File: src/rtl/train_sensor_filter_pkg.sv
// Shared definitions for the train sensor filter: per-channel debounce states
// and default timing constants.
package train_sensor_filter_pkg;

  localparam int DEB_CYCLES_DEFAULT     = 16;
  localparam int TIMEOUT_CYCLES_DEFAULT = 1000000;

  typedef enum logic [1:0] {
    LOW      = 2'b00,
    RISE_CHK = 2'b01,
    HIGH     = 2'b10,
    FALL_CHK = 2'b11
  } ch_state_t;

  // The filtered level only flips once a check state has confirmed the change.
  function automatic logic is_high_level(input ch_state_t s);
    return (s == HIGH) || (s == FALL_CHK);
  endfunction

endpackage

File: src/rtl/train_sensor_filter_if.sv
// Sensor-side bundle of the train sensor filter: raw track sensors in,
// filtered levels, arrival pulses and stuck-sensor flag out.
interface train_sensor_filter_if;

  logic raw_v0;
  logic raw_v1;
  logic V0;
  logic V1;
  logic arr0;
  logic arr1;
  logic fault;

  modport master (
    output raw_v0, raw_v1,
    input  V0, V1, arr0, arr1, fault
  );

  modport slave (
    input  raw_v0, raw_v1,
    output V0, V1, arr0, arr1, fault
  );

endinterface

File: src/rtl/sensor_debounce_ch.sv
// One sensor channel: two-flop synchronizer, LOW/RISE_CHK/HIGH/FALL_CHK
// debounce FSM with its counter, and a registered arrival pulse.
module sensor_debounce_ch
  import train_sensor_filter_pkg::*;
#(
  parameter int DEB_CYCLES = DEB_CYCLES_DEFAULT
) (
  input  logic clk,
  input  logic reset,
  input  logic raw,
  output logic level,
  output logic arr
);

  localparam int            CW   = $clog2(DEB_CYCLES);
  localparam logic [CW-1:0] LAST = CW'(DEB_CYCLES - 1);

  logic          meta;
  logic          sync;
  ch_state_t     state;
  ch_state_t     state_nxt;
  logic [CW-1:0] cnt;
  logic [CW-1:0] cnt_nxt;
  logic          arr_nxt;

  always_ff @(posedge clk) begin
    if (reset) begin
      meta  <= 1'b0;
      sync  <= 1'b0;
      state <= LOW;
      cnt   <= '0;
      arr   <= 1'b0;
    end else begin
      meta  <= raw;
      sync  <= meta;
      state <= state_nxt;
      cnt   <= cnt_nxt;
      arr   <= arr_nxt;
    end
  end

  // The arrival pulse is registered alongside the HIGH transition so it
  // lines up with the first cycle the filtered level reads 1.
  always_comb begin
    state_nxt = state;
    cnt_nxt   = cnt;
    arr_nxt   = 1'b0;
    case (state)
      LOW: begin
        if (sync) begin
          state_nxt = RISE_CHK;
          cnt_nxt   = '0;
        end
      end
      RISE_CHK: begin
        if (!sync) begin
          state_nxt = LOW;
        end else if (cnt == LAST) begin
          state_nxt = HIGH;
          arr_nxt   = 1'b1;
        end else begin
          cnt_nxt = cnt + 1'b1;
        end
      end
      HIGH: begin
        if (!sync) begin
          state_nxt = FALL_CHK;
          cnt_nxt   = '0;
        end
      end
      FALL_CHK: begin
        if (sync) begin
          state_nxt = HIGH;
        end else if (cnt == LAST) begin
          state_nxt = LOW;
        end else begin
          cnt_nxt = cnt + 1'b1;
        end
      end
      default: begin
        state_nxt = LOW;
        cnt_nxt   = '0;
      end
    endcase
  end

  assign level = is_high_level(state);

endmodule

File: src/rtl/train_sensor_filter.sv
// Two-channel train sensor filter. Optional stuck-sensor timeout enabled by
// defining SENSOR_FAULT_EN; without it fault reads 0 and no timer exists.
module train_sensor_filter
  import train_sensor_filter_pkg::*;
#(
  parameter int DEB_CYCLES     = DEB_CYCLES_DEFAULT,
  parameter int TIMEOUT_CYCLES = TIMEOUT_CYCLES_DEFAULT
) (
  input  logic                 clk,
  input  logic                 reset,
  train_sensor_filter_if.slave bus
);

  logic level0;
  logic level1;
  logic arr0_ch;
  logic arr1_ch;

  if (DEB_CYCLES < 2 || DEB_CYCLES > 255 || TIMEOUT_CYCLES < 1) begin : g_param_check
    $error("train_sensor_filter: DEB_CYCLES must be 2..255 and TIMEOUT_CYCLES >= 1");
  end

  sensor_debounce_ch #(.DEB_CYCLES(DEB_CYCLES)) u_ch0 (
    .clk   (clk),
    .reset (reset),
    .raw   (bus.raw_v0),
    .level (level0),
    .arr   (arr0_ch)
  );

  sensor_debounce_ch #(.DEB_CYCLES(DEB_CYCLES)) u_ch1 (
    .clk   (clk),
    .reset (reset),
    .raw   (bus.raw_v1),
    .level (level1),
    .arr   (arr1_ch)
  );

`ifdef SENSOR_FAULT_EN
  localparam int            TW    = (TIMEOUT_CYCLES > 1) ? $clog2(TIMEOUT_CYCLES) : 1;
  localparam logic [TW-1:0] TLAST = TW'(TIMEOUT_CYCLES - 1);

  logic [TW-1:0] tmo0;
  logic [TW-1:0] tmo1;
  logic          fault_q;

  // Each timer counts consecutive high cycles; the fault sets on the edge the
  // count would reach TIMEOUT_CYCLES and then holds until reset.
  always_ff @(posedge clk) begin
    if (reset) begin
      tmo0    <= '0;
      tmo1    <= '0;
      fault_q <= 1'b0;
    end else begin
      if (level0) begin
        if (tmo0 == TLAST) fault_q <= 1'b1;
        else               tmo0    <= tmo0 + 1'b1;
      end else begin
        tmo0 <= '0;
      end
      if (level1) begin
        if (tmo1 == TLAST) fault_q <= 1'b1;
        else               tmo1    <= tmo1 + 1'b1;
      end else begin
        tmo1 <= '0;
      end
    end
  end

  // A stuck sensor forces both trains to read present so downstream stops.
  assign bus.fault = fault_q;
  assign bus.V0    = level0 | fault_q;
  assign bus.V1    = level1 | fault_q;
  assign bus.arr0  = arr0_ch & ~fault_q;
  assign bus.arr1  = arr1_ch & ~fault_q;
`else
  assign bus.fault = 1'b0;
  assign bus.V0    = level0;
  assign bus.V1    = level1;
  assign bus.arr0  = arr0_ch;
  assign bus.arr1  = arr1_ch;
`endif

endmodule

File: src/flat_wrapper.sv
// flat-port wrapper written by rule: the top's interface ports become plain ports
module train_sensor_filter_flat import train_sensor_filter_pkg::*;
#(
  parameter int DEB_CYCLES     = DEB_CYCLES_DEFAULT,
  parameter int TIMEOUT_CYCLES = TIMEOUT_CYCLES_DEFAULT
)
  (clk, reset, bus_raw_v0, bus_raw_v1, bus_V0, bus_V1, bus_arr0, bus_arr1, bus_fault);
  train_sensor_filter_if bus_i ();
  input  logic clk;
  input  logic reset;
  input wire logic [$bits(bus_i.raw_v0)-1:0] bus_raw_v0;
  input wire logic [$bits(bus_i.raw_v1)-1:0] bus_raw_v1;
  output wire logic [$bits(bus_i.V0)-1:0] bus_V0;
  output wire logic [$bits(bus_i.V1)-1:0] bus_V1;
  output wire logic [$bits(bus_i.arr0)-1:0] bus_arr0;
  output wire logic [$bits(bus_i.arr1)-1:0] bus_arr1;
  output wire logic [$bits(bus_i.fault)-1:0] bus_fault;
  assign bus_i.raw_v0 = bus_raw_v0;
  assign bus_i.raw_v1 = bus_raw_v1;
  assign bus_V0 = bus_i.V0;
  assign bus_V1 = bus_i.V1;
  assign bus_arr0 = bus_i.arr0;
  assign bus_arr1 = bus_i.arr1;
  assign bus_fault = bus_i.fault;
  train_sensor_filter #(.DEB_CYCLES(DEB_CYCLES), .TIMEOUT_CYCLES(TIMEOUT_CYCLES)) u_core (.clk(clk), .reset(reset), .bus(bus_i));
endmodule
File: config.mk
export PLATFORM = sky130hd
export DESIGN_NAME = train_sensor_filter_flat
export DESIGN_NICKNAME = d
export VERILOG_FILES = /design/src/rtl/train_sensor_filter_pkg.sv /design/src/rtl/train_sensor_filter_if.sv /design/src/rtl/sensor_debounce_ch.sv /design/src/rtl/train_sensor_filter.sv /design/src/flat_wrapper.sv
export SDC_FILE = /design/constraint.sdc
export NUM_CORES = 1
export LEC_CHECK = 0
export BUFFER_PORTS_ARGS = -buffer_cell sky130_fd_sc_hd__buf_4
export CAP_MARGIN = 5
export CELL_PAD_IN_SITES_DETAIL_PLACEMENT = 0
export CELL_PAD_IN_SITES_GLOBAL_PLACEMENT = 1
export CORE_MARGIN = 3
export CORE_UTILIZATION = 40
export CTS_BUF_LIST = sky130_fd_sc_hd__clkbuf_2 sky130_fd_sc_hd__clkbuf_4 sky130_fd_sc_hd__clkbuf_8
export DETAILED_ROUTE_END_ITERATION = 6
export GPL_ROUTABILITY_DRIVEN = 1
export PLACE_DENSITY = 0.68
export SLEW_MARGIN = 30
export SYNTH_ARGS = -nofsm -noshare
export SYNTH_HDL_FRONTEND = slang
export SYNTH_SLANG_ARGS = --single-unit
File: constraint.sdc
create_clock -name clk -period 2 [get_ports clk]
set_clock_uncertainty 0.15 [all_clocks]
set_input_delay 0.1 -clock clk [delete_from_list [all_inputs] [get_ports clk]]
set_output_delay 0.1 -clock clk [all_outputs]
set_load 0.02 [all_outputs]
# Yosys cells after proc, flatten, opt, wreduce, memory -nomap -nowiden
# Index checks and enable logic that the tools add are counted.
# W data, S select, Z words.
[totals]
reg_bits = 18
in_bits = 4
[op_classes]
n_addsub = 2
n_eq_ne = 20
muxes = 28
n_bitwise = 4
reduce_logical = 10
[op_table]
columns = ["op", "count"]
rows = [
  ["$mux W4", 10],
  ["$pmux W4 S4", 2],
  ["$mux W2", 12],
  ["$ne A2 B2 Y1 const B", 8],
  ["$pmux W2 S4", 2],
  ["$reduce_and A4 Y1", 4],
  ["$ne A3 B3 Y1 const B", 4],
  ["$add A4 B1 Y4 const B", 2],
  ["$eq A2 B2 Y1 const B", 4],
  ["$eq A4 B4 Y1 const B", 2],
  ["$reduce_or A3 Y1", 2],
  ["$eq A2 B1 Y1 const B", 2],
  ["$logic_not A2 Y1", 2],
  ["$not A1 Y1", 4],
  ["$logic_or A1 B1 Y1", 2],
  ["$mux W1", 2],
]

# Depth between registers and ports, before layout
# Gate-level depths: netlist (run 1).
[logic_depth]
word_depth = 4
depth_mapped = 4

# By module
# Synthesis (run 1) repeated with hierarchy kept, for this count alone.
[hier_totals]
hier_cells = 78
hier_area_um2 = 757.0
[modules_own_cells]
columns = ["mod", "instances", "cells_each", "area_per_inst_um2", "seq_area_each_um2"]
rows = [
  ["sensor_debounce_ch", 2, 38, 372.9, 180.2],
  ["train_sensor_filter", 1, 2, 11.3, 0.0],
]

# Least setup slack after synthesis (run 1)
# OpenSTA, ideal clock, no wires.
[synth_timing]
path_kind = "register -> register"
start = "register u_core.u_ch1.cnt[0]"
end = "register u_core.u_ch1.cnt[0]"
arrival_time_ns = 1.381
setup_slack_ns = 0.394
path_stages_with_launch = 5
path_buffers = 0
cell_sequence = "dfxtp_1 -> ha_1 -> and4_1 -> or4_1 -> a31oi_1"
[synth_via]
elab_chain_len = 4
elab_cells_between_ends = 6
cone_classes = "1 x add/sub; 1 x eq/ne; 4 x mux"
[synth_lines]
columns = ["item", "line_no", "text"]
rows = [
  ["start, declared", "sensor_debounce_ch.sv:22", "logic [CW-1:0] cnt;"],
  ["start signal, assigned", "sensor_debounce_ch.sv:37", "cnt <= cnt_nxt;"],
  ["$add A4 B1 Y4 / $eq A4 B4 Y1 (equally long branches)", "-", ""],
  ["$mux W4 *", "sensor_debounce_ch.sv:58, sensor_debounce_ch.sv:74", ""],
  ["$mux W4, on equally long branches", "sensor_debounce_ch.sv:72, sensor_debounce_ch.sv:56", ""],
  ["$pmux W4 S4 *", "sensor_debounce_ch.sv:48", "case (state)"],
]
# Every way passes the cells marked *; elsewhere a longest branch is shown, timed or not. The select of a mux whose other input is x is not followed.
# A chain may end at the register's enable or synchronous reset.

# Worst setup path after layout (run 1)
# Ends and elaborated chain as after synthesis.

==> out/qor.txt, run 1 <==
worst hold stages -> 1
largest net degree at the start of global routing -> 18
VDD IR-drop max -> 0.000523 V
area overhead of the layout relative to synthesis -> 19.9%
PwrDens -> 703 nW/µm²
fraction of post-synthesis cell area in the top cell type by area -> 0.493
first-pass GRT wire length -> 2280 µm
# hold bufs at CTS -> 5
Clk Latency, worst-skew pair -> 0.29 ns
required arrival time at the worst endpoint -> 2.07 ns
number of iterations in the first detailed-routing pass -> 4
average cell area after synthesis -> 9.49 µm²
depth of the critical timing path with buffers and inverters included -> 4
First DRT Iteration DRCs -> 12
Reg clk slew, reported paths -> 0.10 ns
register-to-register setup slack -> 0.29 ns
grt ovf -> 0
remaining antenna violation count after routing -> 0
time the final worst path needs with I/O delays and setup -> 1.71 ns
type of element launching the critical path -> register
maximum buffer depth of the clock tree -> 2
root cell of the clock tree -> clkbuf_4
cell count after placement -> 104
average wire per standard cell -> 11.3 µm
CTS buffer count -> 3
die area -> 2380 µm²
outcome -> completed
synthesized instance count -> 77
post-route core utilization -> 0.543
count of state elements after synthesis -> 18
total number of H-tree levels -> 1
post-detailed-route DRC marker count -> 0
Critical Path Max Stage Delay -> 0.47 ns
vias post-DR -> 584
via/cell ratio -> 5.17
peak clock frequency supported by timing -> 586 MHz
final net count -> 96
final worst slack -> 0.293 ns
cell accounting for the most synthesized area -> dfxtp_1
Tot GR Track Use -> 0.124
Sinks on Clock Net -> 18
largest fanout on the critical path -> 5
starting utilization of the core area -> 0.453
detailed-placement wirelength estimate -> 847 µm
Buf+Inv Stages, Crit Path -> 0
data arrival time at the worst-slack endpoint -> 1.78 ns
largest cells by area after synthesis -> dfxtp_1, a21oi_1, nand2_1
Worst Setup End Kind -> register
worst hold slack -> 0.295 ns
Core ar. -> 1610 µm²
sequential-to-total area share from yosys stat -> 0.493
share of the clock period used by the worst path after layout -> 0.854
Distinct cells, synth -> 27
die width -> 48.7 µm
number of hold violations in the final report -> 0
unrepaired setup endpoints after global routing -> no
pre-CTS setup slack -> 0.313 ns
instance area after placement -> 790 µm²
Total Wirelength -> 1280 µm
WS Path Type -> register to register
Pins Over Slew Limit -> 0
number of warning messages in the yosys log -> 0
cell with the largest stage delay on the worst path -> or4_1
CTS tree -> built
Cell Count, Final, Fillers Out -> 113
share of layout cells above drive strength 1 -> 0.135
total negative slack for setup checks -> 0 ns
RePlAce Congestion -> 0.799
finished layout cell area -> 876 µm²
post-CTS resize count -> 0
initial antenna violation count -> 0
IO Port Bufs -> 7
vias in the first global route -> 523
number of nets produced by synthesis -> 83
Final setup violation count -> 0
Cell Chain, Critical Path -> ha_1 > and4_1 > or4_1 > a31oi_1
count of standard-cell rows -> 14
setup repair bufs after CTS -> 0
cell area after synthesis -> 731 µm²
static leakage power -> 0.324 nW
maximum capacitance violations -> 0
final antenna diode count -> 0
Top Family by Delay on Critical Path -> simple AND/OR/NAND/NOR gates
total design power -> 616 µW
Min-Delay Path Class -> register to register
die outline height -> 48.7 µm
r2r worst-path depth -> 4
number of primary I/O pins -> 9
[metal layers]
| metal | wire, µm | global-route usage | share of wire | vias up |
|---|---|---|---|---|
| met5 | 0 | 0 | 0 | - |
| li1 | - | - | - | 305 |
| met2 | 556 | 0.181 | 0.43 | 23 |
| met1 | 623 | 0.156 | 0.49 | 254 |
| met4 | 10 | 0.0474 | 0.0078 | 0 |
| met3 | 91 | 0.0613 | 0.071 | 2 |
[worst paths after layout]
kind / start / endpoint
worst max-delay path: u_core.u_ch1.cnt[0] / u_core.u_ch1.cnt[0]
worst min-delay path: u_core.u_ch0.meta / u_core.u_ch0.sync
worst max register to register: u_core.u_ch1.cnt[0] / u_core.u_ch1.cnt[0]
worst min register to register: u_core.u_ch0.meta / u_core.u_ch0.sync
[synthesized netlist by cell type]
master and n:
nand2_1 7, a21oi_1 9, o21ai_0 4, conb_1 1, and4_1 3, buf_4 1, nand3_1 1, nand4b_1 1
or3_1 1, nor3_1 3, o21bai_1 1, inv_1 1, a31oi_1 1, nor2b_1 4, a211oi_1 2, or4_1 1
xnor2_1 2, nor4b_1 2, clkbuf_1 2, dfxtp_1 18, o31ai_1 1, and3_1 1, xor2_1 2, a31o_2 1
ha_1 2, nand4_1 4, dlygate4sd1_1 1
[cells by family after synthesis]
kind of cell / Yosys count / synth area share
XOR/XNOR: 4 / 0.0480
other: 1 / 0.00513
buffers and inverters: 5 / 0.0377
adder cells (fa/ha/maj): 2 / 0.0342
flip-flops: 18 / 0.493
AO/OA/AOI/OAI: 19 / 0.151
AND/OR/NAND/NOR: 28 / 0.231
[where the power goes]
group	leakage (nW)	internal, mW	switching, mW	total (mW)
combinational	0.157	0.0161	0.0143	0.0304
sequential	0.146	0.363	0.00366	0.367
clock	0.0210	0.111	0.108	0.218
total	0.324	0.490	0.125	0.616
[cells in the final DEF, fill, tap and decap left out, drive strengths merged]
| master | n |
|---|---|
| dfxtp | 18 |
| a21oi | 9 |
| nand2 | 7 |
| buf | 7 |
| dlygate4sd3 | 5 |
| o21ai | 4 |
| nand4 | 4 |
| nor2b | 4 |
| clkbuf | 4 |
| and4 | 3 |
| nor3 | 3 |
| xnor2 | 2 |
| xor2 | 2 |
| nor4b | 2 |
| a211oi | 2 |
| ha | 2 |
| inv | 1 |
| or4 | 1 |
| a31oi | 1 |
| o21bai | 1 |
| and3 | 1 |
| a31o | 1 |
| nand3 | 1 |
| o31ai | 1 |
| or3 | 1 |
| nand4b | 1 |
| conb | 1 |
[area by class of cell]
type / instances / area [µm²]
Clock buffer: 4 / 36.3
Fill cell: 152 / 736
Inverter: 1 / 3.75
Timing Repair Buffer: 12 / 103
Sequential cell: 18 / 360
Multi-Input combinational cell: 54 / 343
Tap cell: 24 / 30.0
No activity file was read; power rests on OpenSTA's default activity.
==> inputs of run 2 (changes only) <==
ABC_AREA = 1   (was not set)
CAP_MARGIN = not set   (was 5)
PLACE_DENSITY = 0.7   (was 0.68)
SKIP_CTS_REPAIR_TIMING = 1   (was not set)
==> out/qor.txt, run 2 <==
outcome -> completed (unchanged)
Worst Setup End Kind -> register (unchanged)
time the final worst path needs with I/O delays and setup -> 1.42 ns (was 1.71 ns)
largest fanout on the critical path -> 12 (was 5)
Total Wirelength -> 1390 µm (was 1280 µm)
detailed-placement wirelength estimate -> 1040 µm (was 847 µm)
cell area after synthesis -> 847 µm² (was 731 µm²)
average cell area after synthesis -> 7.92 µm² (was 9.49 µm²)
WS Path Type -> input pin to register (was register to register)
PwrDens -> 632 nW/µm² (was 703 nW/µm²)
final net count -> 126 (was 96)
remaining antenna violation count after routing -> 0 (unchanged)
Async SR Flop Fraction -> 0 (unchanged)
number of primary I/O pins -> 9 (unchanged)
die area -> 2710 µm² (was 2380 µm²)
number of iterations in the first detailed-routing pass -> 1 (was 4)
vias in the first global route -> 592 (was 523)
Sinks on Clock Net -> 18 (unchanged)
total number of H-tree levels -> 1 (unchanged)
number of nets produced by synthesis -> 113 (was 83)
cell accounting for the most synthesized area -> dfxtp_1 (unchanged)
Core ar. -> 1980 µm² (was 1610 µm²)
First DRT Iteration DRCs -> 0 (was 12)
Final setup violation count -> 0 (unchanged)
largest net degree at the start of global routing -> 13 (was 18)
Clk Latency, worst-skew pair -> 0.29 ns (about the same)
via/cell ratio -> 4.49 (was 5.17)
Min-Delay Path Class -> register to register (unchanged)
unrepaired setup endpoints after global routing -> no (unchanged)
share of the clock period used by the worst path after layout -> 0.710 (was 0.854)
cell with the largest stage delay on the worst path -> dlygate4sd3_1 (was or4_1)
total design power -> 631 µW (was 616 µW)
sequential-to-total area share from yosys stat -> 0.425 (was 0.493)
peak clock frequency supported by timing -> 704 MHz (was 586 MHz)
Cell Chain, Critical Path -> dlygate4sd3_1 > buf_4 > nor2_1 > dlygate4sd3_1 (was ha_1 > and4_1 > or4_1 > a31oi_1)
top post-synthesis cells by count -> dfxtp_1, nand2_1, inv_1 (was dfxtp_1, a21oi_1, nand2_1)
maximum capacitance violations -> 0 (unchanged)
synthesized instance count -> 107 (was 77)
instance area after placement -> 913 µm² (was 790 µm²)
grt ovf -> 0 (unchanged)
type of element launching the critical path -> input pin (was register)
vias post-DR -> 655 (was 584)
post-detailed-route DRC marker count -> 0 (unchanged)
static leakage power -> 0.437 nW (was 0.324 nW)
number of warning messages in the yosys log -> 0 (unchanged)
die outline height -> 52.0 µm (was 48.7 µm)
Distinct cells, synth -> 23 (was 27)
starting utilization of the core area -> 0.427 (was 0.453)
count of standard-cell rows -> 16 (was 14)
most frequently used cell type in the post-synthesis netlist -> dfxtp_1 (unchanged)
Pins Over Slew Limit -> 0 (unchanged)
root cell of the clock tree -> clkbuf_4 (unchanged)
die width -> 52.0 µm (was 48.7 µm)
first-pass GRT wire length -> 2360 µm (was 2280 µm)
count of state elements after synthesis -> 18 (unchanged)
leading cell type in the layout, fill and taps excluded -> dfxtp_1 (unchanged)
number of hold violations in the final report -> 0 (unchanged)
CTS buffer count -> 3 (unchanged)
RePlAce Congestion -> 0.729 (was 0.799)
VDD IR-drop max -> 0.000454 V (was 0.000523 V)
IO Port Bufs -> 7 (unchanged)
number of flops mapped to enable cells by yosys -> 0 (unchanged)
average wire per standard cell -> 9.53 µm (was 11.3 µm)
Main synth FF type -> dfxtp_1 (unchanged)
initial antenna violation count -> 0 (unchanged)
share of layout cells above drive strength 1 -> 0.244 (was 0.135)
largest cells by area after synthesis -> dfxtp_1, nand2_1, inv_1 (was dfxtp_1, a21oi_1, nand2_1)
Buf+Inv Stages, Crit Path -> 3 (was 0)
most frequent cells in the layout -> dfxtp_1, nand2_1, inv_1, nor2_1 (was dfxtp_1, a21oi_1, nand2_1, buf_4, dlygate4sd3_1)
required arrival time at the worst endpoint -> 2.03 ns (was 2.07 ns)
Critical Path Max Stage Delay -> 0.55 ns (was 0.47 ns)
total negative slack for setup checks -> 0 ns (unchanged)
Top Family by Delay on Critical Path -> buffers and inverters (was simple AND/OR/NAND/NOR gates)
CTS tree -> built (unchanged)
area overhead of the layout relative to synthesis -> 18.0% (was 19.9%)
Tot GR Track Use -> 0.123 (was 0.124)
Reg clk slew, reported paths -> 0.09 ns (was 0.10 ns)
finished layout cell area -> 1000 µm² (was 876 µm²)
final antenna diode count -> 0 (unchanged)
fraction of post-synthesis cell area in the top cell type by area -> 0.425 (was 0.493)
data arrival time at the worst-slack endpoint -> 1.45 ns (was 1.78 ns)
maximum buffer depth of the clock tree -> 2 (unchanged)
most repeated library cell on the critical path -> dlygate4sd3_1
post-route core utilization -> 0.504 (was 0.543)
## run 2: worst min-delay path: stages (launching register included)
cell and delay, ns:
dfxtp_1 0.31, inv_1 0.04, nor2_1 0.03
## run 2: worst paths after layout
path	from	end	slack, ns	cells after the start
worst max-delay path	reset	u_core.u_ch1.meta	0.58	4
worst min-delay path	u_core.u_ch1.meta	u_core.u_ch1.sync	0.26	2
worst max register to register	u_core.u_ch0.cnt[0]	register	0.67	4
worst min register to register	u_core.u_ch1.meta	u_core.u_ch1.sync	0.26	2
## run 2: where the power goes
group	leakage (nW)	switching, mW	internal (mW)
registers	0.146	0.00441	0.364
clock network	0.0210	0.106	0.111
logic	0.270	0.0257	0.0206
## run 2: final cells by class
class | instances | area [µm²]
well taps | 27 | 33.8
repair buffers | 12 | 103
fillers | 202 | 982
flip-flops and latches | 18 | 360
inverters | 19 | 71.3
clock buffers | 4 | 36.3
multi-input cells | 66 | 395
## run 2: kinds of logic after synthesis
| family | count (synthesis) | synth area share |
|---|---|---|
| AOI/OAI and AO/OA | 11 | 0.0960 |
| and+or+nand+nor | 52 | 0.337 |
| adders and majority gates | 2 | 0.0295 |
| other | 1 | 0.00443 |
| DFF | 18 | 0.425 |
| buffers and inverters | 23 | 0.108 |
## run 2: metal layers
layer / wire, µm / up-vias / track usage
met1: 667 / 288 / 0.141
met2: 678 / 5 / 0.192
met5: 0 / - / 0
met3: 29 / 2 / 0.0258
met4: 16 / 0 / 0.105
li1: - / 360 / -
## run 2: through the flow
stage	hold WS (ns)	setup slack [ns]	std cells
6_report	0.260	0.579	146
5_1_grt	0.279	0.555	146
4_1_cts	-0.152	0.678	141
3_5_place_dp	0.162	0.696	137
3_3_place_gp	0.149	0.700	137
2_1_floorplan	0.0570	0.792	107
